--- src/rtl/fifo_burst_reader.sv ---
// Read-side burst consumer: drains BURST_LENGTH words from the FIFO and checks them against an incrementing pattern.
// Optional empty-stall watchdog is enabled by defining FIFO_RD_TIMEOUT_EN.
module fifo_burst_reader #(
    parameter int DATASIZE       = 8,
    parameter int ADDRSIZE       = 10,
    parameter int READ_PERIOD    = 1,
    parameter int BURST_LENGTH   = 1024,
    parameter int TIMEOUT_CYCLES = 4096
) (
    input  logic                                  rclk,
    input  logic                                  rrst,
    input  logic                                  start,
    input  logic [DATASIZE-1:0]                   seed,
    input  logic [DATASIZE-1:0]                   rdata,
    input  logic                                  rempty,
    output logic                                  rinc,
    output logic                                  busy,
    output logic                                  done,
    output logic [$clog2(BURST_LENGTH+1)-1:0]     word_count,
    output logic [15:0]                           err_count,
    output logic [$clog2(BURST_LENGTH+1)-1:0]     first_err_idx,
    output logic [DATASIZE-1:0]                   first_err_data,
    output logic                                  err_valid,
    output logic                                  timeout
);

    localparam int CW = $clog2(BURST_LENGTH + 1);
    localparam int GW = $clog2(READ_PERIOD + 1);

    typedef enum logic [1:0] {S_IDLE, S_READ, S_GAP, S_DONE} state_t;

    state_t                state_q, state_d;
    logic                  busy_q, busy_d;
    logic                  done_q, done_d;
    logic [CW-1:0]         wc_q, wc_d;
    logic [15:0]           err_q, err_d;
    logic [CW-1:0]         fidx_q, fidx_d;
    logic [DATASIZE-1:0]   fdata_q, fdata_d;
    logic                  ev_q, ev_d;
    logic [DATASIZE-1:0]   exp_q, exp_d;
    logic [GW-1:0]         gap_q, gap_d;
`ifdef FIFO_RD_TIMEOUT_EN
    localparam int SW = $clog2(TIMEOUT_CYCLES + 1);
    logic [SW-1:0]         stall_q, stall_d;
    logic                  timeout_q, timeout_d;
`endif

    // Head data is presented combinationally, so a pop and its data check share one cycle.
    assign rinc = (state_q == S_READ) && !rempty;

    always_comb begin
        state_d = state_q;
        busy_d  = busy_q;
        done_d  = done_q;
        wc_d    = wc_q;
        err_d   = err_q;
        fidx_d  = fidx_q;
        fdata_d = fdata_q;
        ev_d    = ev_q;
        exp_d   = exp_q;
        gap_d   = gap_q;
`ifdef FIFO_RD_TIMEOUT_EN
        stall_d   = stall_q;
        timeout_d = timeout_q;
`endif
        case (state_q)
            S_IDLE, S_DONE: begin
                if (start) begin
                    state_d = S_READ;
                    busy_d  = 1'b1;
                    done_d  = 1'b0;
                    wc_d    = '0;
                    err_d   = '0;
                    fidx_d  = '0;
                    fdata_d = '0;
                    ev_d    = 1'b0;
                    exp_d   = seed;
                    gap_d   = '0;
`ifdef FIFO_RD_TIMEOUT_EN
                    stall_d   = '0;
                    timeout_d = 1'b0;
`endif
                end
            end
            S_READ: begin
                if (!rempty) begin
                    wc_d  = wc_q + 1'b1;
                    exp_d = exp_q + 1'b1;
                    if (rdata != exp_q) begin
                        if (err_q != 16'hFFFF) err_d = err_q + 1'b1;
                        if (!ev_q) begin
                            ev_d    = 1'b1;
                            fidx_d  = wc_q;
                            fdata_d = rdata;
                        end
                    end
                    if (wc_q == CW'(BURST_LENGTH - 1)) begin
                        state_d = S_DONE;
                        busy_d  = 1'b0;
                        done_d  = 1'b1;
                    end else if (READ_PERIOD > 1) begin
                        state_d = S_GAP;
                        gap_d   = GW'(READ_PERIOD - 1);
                    end
`ifdef FIFO_RD_TIMEOUT_EN
                    stall_d = '0;
`endif
                end
`ifdef FIFO_RD_TIMEOUT_EN
                else begin
                    stall_d = stall_q + 1'b1;
                    if (stall_q == SW'(TIMEOUT_CYCLES - 1)) begin
                        timeout_d = 1'b1;
                        state_d   = S_DONE;
                        busy_d    = 1'b0;
                        done_d    = 1'b1;
                    end
                end
`endif
            end
            S_GAP: begin
                gap_d = gap_q - 1'b1;
                if (gap_q <= GW'(1)) state_d = S_READ;
            end
            default: state_d = S_IDLE;
        endcase
    end

    always_ff @(posedge rclk) begin
        if (rrst) begin
            state_q <= S_IDLE;
            busy_q  <= 1'b0;
            done_q  <= 1'b0;
            wc_q    <= '0;
            err_q   <= '0;
            fidx_q  <= '0;
            fdata_q <= '0;
            ev_q    <= 1'b0;
            exp_q   <= '0;
            gap_q   <= '0;
`ifdef FIFO_RD_TIMEOUT_EN
            stall_q   <= '0;
            timeout_q <= 1'b0;
`endif
        end else begin
            state_q <= state_d;
            busy_q  <= busy_d;
            done_q  <= done_d;
            wc_q    <= wc_d;
            err_q   <= err_d;
            fidx_q  <= fidx_d;
            fdata_q <= fdata_d;
            ev_q    <= ev_d;
            exp_q   <= exp_d;
            gap_q   <= gap_d;
`ifdef FIFO_RD_TIMEOUT_EN
            stall_q   <= stall_d;
            timeout_q <= timeout_d;
`endif
        end
    end

    assign busy           = busy_q;
    assign done           = done_q;
    assign word_count     = wc_q;
    assign err_count      = err_q;
    assign first_err_idx  = fidx_q;
    assign first_err_data = fdata_q;
    assign err_valid      = ev_q;
`ifdef FIFO_RD_TIMEOUT_EN
    assign timeout = timeout_q;
`else
    assign timeout = 1'b0;
`endif

endmodule

--- config.mk ---
export PLATFORM = sky130hd
export DESIGN_NAME = fifo_burst_reader
export DESIGN_NICKNAME = d
export VERILOG_FILES = /design/src/rtl/fifo_burst_reader.sv
export SDC_FILE = /design/constraint.sdc
export NUM_CORES = 1
export LEC_CHECK = 0
export CORE_MARGIN = 1
export CORE_UTILIZATION = 55
export CTS_BUF_LIST = sky130_fd_sc_hd__clkbuf_4
export DETAILED_ROUTE_END_ITERATION = 6
export PLACE_DENSITY_LB_ADDON = 0.05
export SYNTH_ARGS = -nofsm -noshare
export SYNTH_HDL_FRONTEND = slang
export SYNTH_SLANG_ARGS = --single-unit
--- constraint.sdc ---
create_clock -name rclk -period 4.3 [get_ports rclk]
set_input_delay 1.075 -clock rclk [delete_from_list [all_inputs] [get_ports rclk]]
set_output_delay 1.075 -clock rclk [all_outputs]
set_load 0.005 [all_outputs]
Word level (Yosys, flattened, before mapping). Cells that the tools add are included.

Bits in registers: 60. Bits of input ports: 20. Logic and storage cells: 78. Output and inout bits: 51.

Reduce and logical (&&, ||, !) cells: 13. $add $sub $neg: 4. $lt $le $gt $ge: 1. Multiplexer cells: 37. Equal/unequal tests: 13.

Operators by type and width (number): 16-bit two-way mux (4); 11-bit two-way mux (5); 8-bit two-way mux (6); 11-bit case mux with 2 select lines (2); 16-bit case mux with 2 select lines (1); 8-bit case mux with 2 select lines (2); 16-bit by 1-bit adder with 16-bit output (second input constant) (1); 16-bit != test (second input constant) (1); 4-bit AND reduction (3); 11-bit by 1-bit adder with 11-bit output (second input constant) (1); 11-bit by 10-bit equality test with 1-bit output (second input constant) (1); 5-bit AND reduction (2); 8-bit by 1-bit adder with 8-bit output (second input constant) (1); 1-bit two-way mux (8); 2-bit two-way mux (4); 2-bit != test (second input constant) (4); 8-bit != test (1); 1-bit case mux with 2 select lines (4); 2-bit by 1-bit != test with 1-bit output (second input constant) (3); 2-bit case mux with 3 select lines (1); 2-bit equality test (second input constant) (2); 2-bit nonzero test (2); 3-bit AND reduction (1); 2-bit by 1-bit equality test with 1-bit output (second input constant) (1); other kinds (7) (7).

Longest topological paths before layout. Gate-level depths: netlist of run 1.

Depth in word-level cells: 5. Mapped depth: 10. Gate-level depth less buffers: 7.

Least setup slack after synthesis of run 1. Ideal clock, no wire load.

Kind: input -> register. From: in rdata[0]. To: reg err_q[6] (netlist: err_count[6]). Setup slack: 1.993 ns. Library setup time: 0.074 ns. Stages: 5. Arrival: 2.233 ns. Cells stage by stage: xnor2_1 -> and4_4 -> a21o_4 -> or4_1 -> a31oi_1.

Cells in the longest elaborated chain, start to end: 3.

RTL lines: start, declared (RTL line 14) `input logic [DATASIZE-1:0] rdata,`; 8-bit != test (RTL line 89) `if (rdata != exp_q) begin`; 2-bit by 1-bit != test with 1-bit output (no line); 5-bit AND reduction (no line); end signal, assigned (RTL line 150) `err_q <= err_d;`; end, declared (RTL line 36) `logic [15:0] err_q, err_d;`.

No other way between the ends. A chain may end at the register's enable or synchronous reset.

Worst setup path in the final report of run 1.
From: in rempty. To: out rinc.

Cells in the longest elaborated chain, start to end: 2.

RTL lines: start, declared (RTL line 15) `input logic rempty,`; 1-bit logical NOT; 1-bit logical AND (RTL line 49) `assign rinc = (state_q == S_READ) && !rempty;`; end, declared (RTL line 16) `output logic rinc,`.

No other way between the ends.

==> impl_metrics.json, run 1 <==
{
  "num_rows": 25,
  "core_region_area_um2": 4880,
  "postCtsHoldBufs": 0,
  "postRouteAntennaNets": 0,
  "regArea_um2": 1180,
  "vias": 2886,
  "cp_max_fo": 4,
  "r2r_end": "first_err_idx[2]",
  "maxCapViolCount": 0,
  "crit_chain": "clkdlybuf4s50_1, nor2b_1, clkdlybuf4s50_1",
  "ir_drop_v": 0.000354,
  "syn_inst": 335,
  "layout_commonest_cell": "clkdlybuf4s50_1",
  "grt_antenna_before_repair": 0,
  "clkLatencyLatePin_ps": 410,
  "path_common_cell": "clkdlybuf4s50_1",
  "grt_pass1_vias": 2520,
  "fp.dieArea_um2": 5500,
  "yosys.area.top_type": "dfxtp_1",
  "track_usage_pct": 28.5,
  "p_sw_share_pct": 27.9,
  "path_clk_slew_ps": 100,
  "met1_length_um": 3300,
  "clockPowerShare_pct": 37.9,
  "grt_overflow_total": 0,
  "cts_tree": "built",
  "dr.pass1.iters": 5,
  "crit_cells": 3,
  "initial_core_util_pct": 58.7,
  "p_int_w": 0.000865,
  "fmax_mhz": 302,
  "ys.flop_type": "dfxtp_1",
  "io_buffers": 69,
  "ys_types": 53,
  "slowest_delay_ps": 520,
  "hold_path.class": "reg2reg",
  "ys_warn_count": 0,
  "finalClockSkew_ps": 8.11,
  "crit_buf_inv": 2,
  "crit_end": "rinc",
  "p_per_area_nw_per_um2": 319,
  "wl_per_cell_um": 15.8,
  "ff2ff_setup_slack_ps": 2050,
  "r2r-start": "state_q[1]",
  "die_w_um": 74.2,
  "startpoint_type": "primary input",
  "nNetsFinal": 426,
  "drive_gt1_share_pct": 7.62,
  "pwr-share-seq_pct": 48.1,
  "cts_made_buffers": 9,
  "viasPerCell": 6.09,
  "n_antenna_cell": 0,
  "met3WireLength_um": 487,
  "crit_start": "rempty",
  "slew_viol_final": 0,
  "power_frac_comb_pct": 13.9,
  "drc_errors": 0,
  "highest-signal-layer": "met4",
  "cts_resized": 0,
  "layout_common_cells": "clkdlybuf4s50_1 (69), dfxtp_1 (59), nand2_1 (36)",
  "reg2reg_depth": 7,
  "setup_viol": 0,
  "fin_util_pct": 77.1,
  "grt_max_degree": 33,
  "cp-end-kind": "output pin",
  "ioPinCount": 71,
  "max_slew.worst_pin.slew_ps": 921,
  "area_delta_synth_final_pct": 31.3,
  "p_leak_nw": 1.27,
  "switchingPower_w": 0.000334,
  "critPathKind": "in2out",
  "cp_data_arrival_time_ps": 2240,
  "synth.area.top_cells": "dfxtp_1 (41%), a22o_1 (5.8%), nand2_1 (4.7%)",
  "multi_input_area_um2": 1570,
  "cpLargestDelayFamily": "buffers and inverters",
  "min_period_ps": 3310,
  "htreeDepth": 3,
  "syn_avg_cell_area_um2": 8.55,
  "pre_cts_ws_ps": 976,
  "fin_hold_ws_ps": 483,
  "tns_ps": 0,
  "critical-path-slowest-cell": "clkdlybuf4s50_1",
  "grt_pass1_wl_um": 11800,
  "hold_viol": 0,
  "place_congestion": 0.844,
  "status": "complete, no violations",
  "cts_setup_buffers": 0,
  "yosysTopAreaCellShare_pct": 41.2,
  "ys_async_sr_fraction_pct": 0,
  "postRouteWirelength_um": 7480,
  "synth_area_um2": 2860,
  "drtIter0Drc": 231,
  "die_h_um": 74.2,
  "required_ps": 3220,
  "fillers": 400,
  "clock-sinks": 59,
  "cts-root-buf": "clkbuf_4",
  "synth-seq-cells": 59,
  "yosysSeqAreaShare_pct": 41.2,
  "synth_edf_count": 0,
  "worst_slack_ps": 987,
  "rsz0062_at_grt": "false",
  "max_slew_margin_pct": 38.6,
  "wl_met2_um": 3590,
  "hpwl_um": 5010,
  "syn_nets": 359,
  "cts_max_path_buffers": 2,
  "fin_crit_sh_pct": 77.0
}
-- cells in the mapped netlist, drive strengths merged, types with 2 or more instances --
library cell	instances
a22oi	2
nor2	30
a31oi	10
and4	3
nand4	12
ha	4
clkbuf	8
nand2b	3
a311oi	2
a2bb2oi	2
dfxtp	59
nand2	36
and3	5
xor2	4
or4	4
o21ai	8
nor3	11
nor4	6
inv	7
o41ai	3
nand3	17
xnor2	12
o311ai	3
nor2b	4
or3	2
o211ai	6
nand4b	2
a21o	5
a211oi	3
a22o	19
or2	2
a21oi	17
buf	11
-- power by group through the flow --
stage	sequential [W]	clock, W	combinational, W
5_1_grt	0.000579	0.000478	0.000183
2_1_floorplan	0.000586	0	0.000106
4_1_cts	0.000577	0.000459	0.000165
6_report	0.000577	0.000455	0.000167
3_3_place_gp	0.000589	0	0.000162
3_5_place_dp	0.000589	0	0.000165
-- per-stage QoR --
| stage | cell area, um2 | total power [W] | std cells |
|---|---|---|---|
| floorplan | 2860 | 0.000691 | 335 |
| detailed placement | 3600 | 0.000754 | 458 |
| global placement | 3600 | 0.000751 | 458 |
| global route | 3760 | 0.00124 | 474 |
| CTS | 3760 | 0.00120 | 474 |
| finish | 3760 | 0.00120 | 474 |
-- worst min path at each step --
stage,from,slack (ps),endpoint,cells past startpoint
detailed placement,first_err_idx[10],460,first_err_idx[10],1
global route,first_err_idx[10],500,first_err_idx[10],1
floorplan,state_q[0],440,state_q[0],2
CTS,first_err_idx[10],490,first_err_idx[10],1
global placement,first_err_idx[7],460,first_err_idx[7],1
finish,first_err_idx[10],480,first_err_idx[10],1
-- cell families (layout without fill, tap and decap cells) --
kind of cell    count (synthesis)  after routing  share of synthesized area (%)
buf+inv                        26             98                           3.80
mux                             1              1                          0.350
fa+ha+maj                       4              4                           1.75
compound gates                 89             89                           22.8
xor+xnor                       16             16                           4.89
other cells                     1              1                          0.131
flops                          59             59                           41.2
simple gates                  139            139                           25.1
-- flip-flops by register name, summed over array words and instances, names as in the netlist --
name            count
first_err_data      8
state_q             2
busy                1
err_valid           1
err_count          16
done                1
first_err_idx      11
word_count         11
exp_q               8
-- cell type report --
type	instances	area share [%]
clock buffer	9	1.80
clock inverter	7	2.43
tap	67	2.23
multi-input combinational	250	41.9
inverter	7	0.699
sequential	59	31.4
timing repair buffer	75	19.6
-- worst register-to-register path, stage by stage, from the launching register on --
cell,delay (ps)
dfxtp_1,350
inv_1,50
ha_1,330
nand2b_1,200
o211a_1,680
a21oi_2,110
buf_4,230
a22o_1,200
-- routing by layer --
| layer | up-vias | track usage [%] |
|---|---|---|
| li1 | 1388 | - |
| met1 | 1365 | 35.8 |
| met2 | 121 | 47.6 |
| met3 | 12 | 7.45 |
| met4 | 0 | 9.19 |
| met5 | - | 0 |
Note: power is estimated with default switching activity, not from simulation.
==> inputs of run 2 (changes only) <==
--- a/config.mk
+++ b/config.mk
@@ -6,7 +6,7 @@
 export NUM_CORES = 1
 export LEC_CHECK = 0
 export CORE_MARGIN = 1
-export CORE_UTILIZATION = 55
+export CORE_UTILIZATION = 46
 export CTS_BUF_LIST = sky130_fd_sc_hd__clkbuf_4
 export DETAILED_ROUTE_END_ITERATION = 6
 export PLACE_DENSITY_LB_ADDON = 0.05
==> constraint.sdc (replaced) <==
create_clock -name rclk -period 2.9 [get_ports rclk]
set_input_delay 0.725 -clock rclk [delete_from_list [all_inputs] [get_ports rclk]]
set_output_delay 0.725 -clock rclk [all_outputs]
set_load 0.005 [all_outputs]
==> impl_metrics.json, run 2 (same netlist as run 1, synthesis figures left out) <==
{
  "cp_data_arrival_time_ps": 1880,
  "maxCapViolCount": 0,
  "rsz0062_at_grt": "false",
  "postRouteWirelength_um": 7450,
  "min_period_ps": 2600,
  "holdPathStages": 2,
  "hold_viol": 0,
  "io_buffers": 69,
  "hpwl_um": 5080,
  "grt_antenna_before_repair": 0,
  "n_antenna_cell": 0,
  "required_ps": 2170,
  "slew_viol_final": 0,
  "cts_tree": "built",
  "status": "complete, no violations",
  "ioPinCount": 71,
  "postRouteAntennaNets": 0,
  "nNetsFinal": 428,
  "p_leak_nw": 1.29,
  "initial_core_util_pct": 48.1,
  "vias": 2807,
  "worst_slack_ps": 300,
  "wl_met2_um": 3500,
  "critPathKind": "in2out",
  "fin_hold_ws_ps": 486,
  "reg2reg_depth": 6,
  "dr.pass1.iters": 4,
  "fin_crit_sh_pct": 89.7,
  "num_rows": 28,
  "place_congestion": 0.858,
  "track_usage_pct": 23.6,
  "largest_reg_flops": 16,
  "stdcell_count": 484,
  "setup_viol": 0,
  "layout_commonest_cell": "clkdlybuf4s50_1",
  "area_delta_synth_final_pct": 33.4,
  "viasPerCell": 5.80,
  "p_per_area_nw_per_um2": 489,
  "met3WireLength_um": 415,
  "postCtsHoldBufs": 0,
  "r2r-start": "err_count[0]",
  "drc_errors": 0,
  "placed_cells": 468,
  "r2r_end": "err_count[0]",
  "ir_drop_v": 0.000270,
  "die_h_um": 80.9,
  "htreeDepth": 3,
  "cts-root-buf": "clkbuf_4",
  "finalClockSkew_ps": 15.9,
  "clkLatencyLatePin_ps": 400,
  "cts_made_buffers": 9,
  "cp-end-kind": "output pin",
  "max_slew_margin_pct": 29.9,
  "fmax_mhz": 385,
  "highest-signal-layer": "met4",
  "startpoint_type": "primary input",
  "fin_util_pct": 64.2,
  "path_clk_slew_ps": 120,
  "cts_resized": 0,
  "cp_max_fo": 4,
  "grt_pass1_wl_um": 11900,
  "clock-sinks": 59,
  "cts_setup_buffers": 0,
  "ff2ff_setup_slack_ps": 570,
  "fp.dieArea_um2": 6550,
  "cts_max_path_buffers": 2,
  "die_w_um": 80.9,
  "grt_pass1_vias": 2391,
  "max_slew.worst_pin.slew_ps": 1050,
  "pre_cts_ws_ps": -18.2,
  "fillers": 562,
  "met1_length_um": 3480,
  "layout_common_cells": "clkdlybuf4s50_1 (69), dfxtp_1 (59), nand2_1 (36)",
  "grt_overflow_total": 0,
  "drive_gt1_share_pct": 7.82,
  "hold_path.class": "reg2reg",
  "drtIter0Drc": 194,
  "grt_max_degree": 33,
  "hold_end": "done",
  "hp-start": "done",
  "core_region_area_um2": 5960,
  "wl_per_cell_um": 15.4
}
-- run 2: power by group --
| group | switching [W] | total, W | internal (W) | leakage (nW) |
|---|---|---|---|---|
| Combinational | 0.000144 | 0.000256 | 0.000112 | 0.718 |
| Clock | 0.000320 | 0.000755 | 0.000435 | 0.0940 |
| Sequential | 0.0000260 | 0.000856 | 0.000830 | 0.477 |
| Total | 0.000490 | 0.00187 | 0.00138 | 1.29 |
-- run 2: how the worst max path moves through the flow --
stage,startpoint,cells after the start,slack [ps],end
floorplan,rdata[0],5,940,err_count[6]
global placement,rdata[0],6,40,err_count[0]
detailed placement,rdata[0],6,-20,err_count[0]
CTS,rempty,3,300,rinc
global route,rempty,3,200,rinc
finish,rempty,3,300,rinc
-- run 2: cell type report --
class / instances / area [um2] / share of cell area [%]
timing repair buffer: 77 / 763 / 20.0
clock inverter: 7 / 115 / 3.01
inverter: 7 / 26.3 / 0.688
tap: 75 / 93.8 / 2.46
sequential: 59 / 1180 / 30.9
clock buffer: 9 / 67.6 / 1.77
multi-input combinational: 250 / 1570 / 41.2
-- run 2: routing by layer --
metal  vias up  GRT usage [%]
li1       1387              -
met1      1322           32.7
met2        89           36.7
met3         9           5.28
met4         0           6.43
met5         -              0
-- run 2: critical path, cell delays in order --
cell and delay, ps:
clkdlybuf4s50_1 460, nor2b_1 170, clkdlybuf4s50_1 520
-- run 2: through the flow --
stage / instance area (um2) / power [W] / TNS, ps
final: 3820 / 0.00187 / 0
after global routing: 3820 / 0.00195 / 0
after CTS: 3820 / 0.00188 / 0
after detailed placement: 3640 / 0.00113 / -18.2
after global placement: 3640 / 0.00113 / 0
after floorplan: 2860 / 0.00103 / 0
